$ cat config.mk
export PLATFORM = sky130hd
export DESIGN_NAME = disp_page_arbiter
export DESIGN_NICKNAME = d
export VERILOG_FILES = /design/src/rtl/disp_page_arbiter.sv
export SDC_FILE = /design/constraint.sdc
export NUM_CORES = 1
export LEC_CHECK = 0
export ABC_AREA = 1
export CORE_AREA = 2 2 110 112
export DETAILED_ROUTE_END_ITERATION = 6
export DIE_AREA = 0 0 112 114
export SETUP_SLACK_MARGIN = 0.3
export SYNTH_ARGS = -nofsm -noshare
export SYNTH_HDL_FRONTEND = slang
export SYNTH_SLANG_ARGS = --single-unit
$ cat constraint.sdc
create_clock -name clk -period 2.6 [get_ports clk]
set_input_delay 0.78 -clock clk [delete_from_list [all_inputs] [get_ports clk]]
set_output_delay 0.78 -clock clk [all_outputs]
set_load 0.02 [all_outputs]
$ cat src/rtl/disp_page_arbiter.sv
// Round-robin page arbiter sharing one 4-digit hex display among N_REQ requesters, with a minimum page dwell.
// Optional idle auto-scroll through pages is enabled by defining DISP_PAGE_AUTO_SCROLL_EN.
module disp_page_arbiter #(
  parameter int N_REQ    = 4,
  parameter int HOLD_CNT = 25000000,
  parameter int CNT_W    = 25,
  parameter int IDX_W    = 2
) (
  input  logic                   clk,
  input  logic                   reset,
  input  logic [N_REQ-1:0]       req,
  input  logic [16*N_REQ-1:0]    data,
  input  logic [4*N_REQ-1:0]     dp,
  output logic [3:0]             hex3,
  output logic [3:0]             hex2,
  output logic [3:0]             hex1,
  output logic [3:0]             hex0,
  output logic [3:0]             dp_out,
  output logic [N_REQ-1:0]       grant,
  output logic [IDX_W-1:0]       page_idx,
  output logic                   active,
  output logic                   hold_busy
);

  typedef enum logic [1:0] {IDLE, HOLD, DWELL} state_t;

  state_t             state;
  logic [N_REQ-1:0]   pending;
  logic [IDX_W-1:0]   last;
  logic [CNT_W-1:0]   cnt;

  logic [IDX_W-1:0]   cand;
  logic [IDX_W-1:0]   win_idx;
  logic               win_vld;
  logic [IDX_W-1:0]   nxt_idx;
  logic [IDX_W-1:0]   go_idx;
  logic [N_REQ-1:0]   go_onehot;
  logic               hold_done;
  logic               scroll_go;
  logic               go;
  logic [15:0]        sel_dat;
  logic [3:0]         sel_dp;

  // Scan starts just after the last granted index and wraps around.
  always_comb begin
    win_vld = 1'b0;
    win_idx = '0;
    cand    = last;
    for (int k = 0; k < N_REQ; k++) begin
      cand = (cand == IDX_W'(N_REQ-1)) ? '0 : cand + 1'b1;
      if (!win_vld && pending[cand]) begin
        win_vld = 1'b1;
        win_idx = cand;
      end
    end
  end

  assign nxt_idx   = (last == IDX_W'(N_REQ-1)) ? '0 : last + 1'b1;
  assign hold_done = (state == HOLD) && (cnt == CNT_W'(HOLD_CNT-1));

`ifdef DISP_PAGE_AUTO_SCROLL_EN
  logic [CNT_W-1:0] scnt;

  assign scroll_go = (state != HOLD) && !win_vld && (scnt == CNT_W'(HOLD_CNT-1));

  always_ff @(posedge clk) begin
    if (reset)
      scnt <= '0;
    else if (go || win_vld || state == HOLD)
      scnt <= '0;
    else
      scnt <= scnt + 1'b1;
  end
`else
  assign scroll_go = 1'b0;
`endif

  // A pending request at the last hold cycle re-grants immediately, so pages are exactly HOLD_CNT long.
  assign go     = (win_vld && (state != HOLD || hold_done)) || scroll_go;
  assign go_idx = win_vld ? win_idx : nxt_idx;

  always_comb begin
    go_onehot = '0;
    for (int i = 0; i < N_REQ; i++)
      go_onehot[i] = (go_idx == IDX_W'(i));
  end

  always_comb begin
    sel_dat = '0;
    sel_dp  = 4'b1111;
    for (int i = 0; i < N_REQ; i++) begin
      if (page_idx == IDX_W'(i)) begin
        sel_dat = data[16*i +: 16];
        sel_dp  = dp[4*i +: 4];
      end
    end
  end

  always_ff @(posedge clk) begin
    if (reset) begin
      state     <= IDLE;
      pending   <= '0;
      last      <= IDX_W'(N_REQ-1);
      cnt       <= '0;
      grant     <= '0;
      page_idx  <= '0;
      active    <= 1'b0;
      hold_busy <= 1'b0;
      hex3      <= '0;
      hex2      <= '0;
      hex1      <= '0;
      hex0      <= '0;
      dp_out    <= 4'b1111;
    end else begin
      // Set wins over clear: a requester still asserting req stays pending after its grant.
      pending <= (pending & ~(go ? go_onehot : '0)) | req;

      if (active) begin
        {hex3, hex2, hex1, hex0} <= sel_dat;
        dp_out                   <= sel_dp;
      end

      if (go) begin
        grant     <= go_onehot;
        page_idx  <= go_idx;
        last      <= go_idx;
        active    <= 1'b1;
        cnt       <= '0;
        hold_busy <= 1'b1;
        state     <= HOLD;
      end else if (hold_done) begin
        hold_busy <= 1'b0;
        state     <= DWELL;
      end else if (state == HOLD) begin
        cnt <= cnt + 1'b1;
      end
    end
  end

endmodule

==> summary.txt <==
Synthesized area - 0.00343 mm2
Slowest CP cell - dfxtp_2
Most used cell, CP - nand2_1
Drt first-iter violations - 169
R2R Path Start - last[0]$_SDFFE_PP1P_
Setup crit end kind - flop
Placed cell count - 730
Hold Path Class - reg2reg
Clk sinks - 60
First-pass GRT wire length - 17200 um
Reg2Reg Setup Slack - 420 ps
CP arrival - 2400 ps
Finish-stage setup viols - 0
Antenna cells - 0
RR Endpoint - pending[1]$_SDFF_PP0_
Port buffer count - 113
Global routing usage on met2 - 0.295
Pwr Density - 985 mW/mm2
DRT Pass-1 Iters - 5
Starting Density - 0.293
Max_slew headroom - 0.307
Pin count of the biggest net entering global routing - 38
Minimum clock period - 2180 ps
Min-Delay Path Depth - 2
Syn nets - 570
Layout cells sized above 1 - 0.101
Met3 Use GR - 0.0484
HP Start - state[1]$_SDFFE_PP0P_
Fin nets - 684
Final cell count without fillers - 748
Total negative slack - 0 ps
CP Class - reg2reg
Area grow syn2layout - 48.0%
WL final - 10700 um
Vias in the first global route - 3614
Via density - 5.03
Root Driver - clkbuf_16
CORE AREA - 0.0117 mm2
TritonCTS clock tree - done
DIE HEIGHT - 114 um
Final Util - 0.433
WHS Endpoint - state[1]$_SDFFE_PP0P_
Postcts setup bufs - 0
Antenna violations before repair - 0
# IOs - 114
FMAX - 458 MHz
RSZ-0062 raised after global routing - no
CP Depth - 13
Maximum VDD drop - 500 uV
Final Hold Fails - 0
Clk slew on worst S/H paths - 60 ps
Routed Antenna Nets - 0
Syn Inst Count - 482
Most frequent cells in the layout - nand2_1 (112), clkdlybuf4s50_1 (112), dfxtp_1 (59)
Routability congestion estimate - 0.910
Sequential element share of the synthesized area - 0.351
Worst setup SP type - flop
Cell row count - 40
Max-slew violations - 0
Yosys reg bits - 60
R2R depth - 13
Via count - 3760
Critical path required time - 2820 ps
Die Span X - 112 um
Buf/Inv on CP - 1
Setup Skew - 8.02 ps
CTS buffer count - 9
Average wire per standard cell - 14.3 um
CTS HTree Levels - 3
Grt ovf - 0
Count of cell types in the netlist - 45
Status - complete, no violations
Half-perimeter wire length after placement - 8320 um
CP max FO - 7
DRC Markers - 0
GR Util All Layers - 0.167
Synthesis Warnings - 0
CP delay by family, top - simple AND/OR/NAND/NOR gates
Avg Inst Size Synth - 7.11 um2
Worst-margin pin slew - 1040 ps
Crit path cell chain - ha_2 > inv_2 > nand2_1 > nand2_1 > nand2_2 > nand2_4 > nand3_4 > nand2_1 > nand3_1 > nand2_1 > nand3_1 > nand2_1 > a21oi_1
PostCTS Resize Cnt - 0
Max cap viols - 0
Leakage - 1.88 nW
Met1 Usage GRT - 0.196
Clock Tree Buf Depth - 2
Skew-Pair Late Insertion Delay - 330 ps
CTS Hold Buffers Added - 0
Gr busiest metal - met2
Die ar. - 0.0128 mm2
Final worst-path cycle share - 0.840
CP max stage delay - 390 ps
## worst min-delay path: stages, from the launching register on
cell     delay, ps
dfxtp_1        290
inv_1           60
a21oi_1         60
## state kept, by name, indices dropped and copies added, names as in the netlist
name	cells
active	1
cnt	25
dp_out	4
grant	4
hex0	4
hex1	4
hex2	4
hex3	4
hold_busy	1
last	2
page_idx	2
pending	4
state	1
## layer usage
| layer | share of wire | vias to the layer above | routed length, um |
|---|---|---|---|
| li1 | - | 1901 | - |
| met5 | 0 | - | 0 |
| met2 | 0.49 | 161 | 5190 |
| met4 | 0.023 | 0 | 250 |
| met1 | 0.41 | 1678 | 4430 |
| met3 | 0.076 | 20 | 808 |
## cell type report
type,count,area (um2)
fillers,1191,6640
flip-flops and latches,60,1200
inverters,43,166
clock buffers,10,239
repair buffers,120,1190
clock inverters,6,95.1
multi-input cells,362,2000
well taps,147,184
## metrics by stage
step           hold WS, ps  worst slack [ps]  instance area [um2]  power (mW)
6_report               456               417                 5070        5.00
2_1_floorplan          433               699                 3430        2.82
5_1_grt                486               316                 5070        5.30
3_3_place_gp           449               437                 4700        3.58
4_1_cts                460               301                 5030        4.96
3_5_place_dp           452               370                 4700        3.60
## cell families (layout without fill, tap and decap cells)
group / after synthesis / after routing / share of synthesized area
AOI/OAI and AO/OA: 116 / 116 / 0.217
xor gates and xnor gates: 8 / 8 / 0.0205
adders and majority gates: 2 / 2 / 0.00730
buffers and inverters: 62 / 179 / 0.0763
DFF: 60 / 60 / 0.351
and+or+nand+nor: 234 / 236 / 0.328
## worst max-delay path by stage
stage,start,endpoint,slack [ps]
after floorplan,last[0]$_SDFFE_PP1P_,page_idx[0]$_SDFFE_PP0P_,700
after global placement,last[0]$_SDFFE_PP1P_,pending[2]$_SDFF_PP0_,440
after detailed placement,last[0]$_SDFFE_PP1P_,pending[2]$_SDFF_PP0_,370
after CTS,page_idx[0]$_SDFFE_PP0P_,page_idx[0],300
after global routing,last[0]$_SDFFE_PP1P_,cnt[12]$_SDFFE_PP0P_,320
final,last[0]$_SDFFE_PP1P_,pending[1]$_SDFF_PP0_,420
## Yosys cell counts (all sizes together)
cell type / instances / area [um2]
nand3: 24 / 133
nor3b: 5 / 42.5
nor2: 37 / 171
a31oi: 8 / 50.1
and2: 1 / 6.26
and3: 2 / 12.5
nand3b: 2 / 15.0
inv: 42 / 163
o41ai: 2 / 17.5
o211ai: 2 / 15.0
o21bai: 1 / 7.51
dfxtp: 60 / 1200
buf: 8 / 53.8
ha: 2 / 25.0
nor4: 5 / 31.3
nor3: 23 / 125
xor2: 5 / 43.8
a22o: 16 / 140
a221oi: 8 / 70.1
o31ai: 3 / 22.5
clkbuf: 11 / 41.3
a21oi: 45 / 248
nand2: 119 / 488
nand4: 12 / 75.1
clkinv: 1 / 3.75
xnor2: 3 / 26.3
o22ai: 4 / 37.5
or2: 4 / 25.0
o21ai: 27 / 135
## power by group
part	switching (mW)	internal [mW]	leakage (nW)	total (mW)
Clock	0.468	0.875	0.164	1.34
Sequential	0.130	1.11	0.491	1.24
Combinational	1.50	0.916	1.22	2.42
Total	2.10	2.90	1.88	5.00
Power figures use the tool's default switching activity.
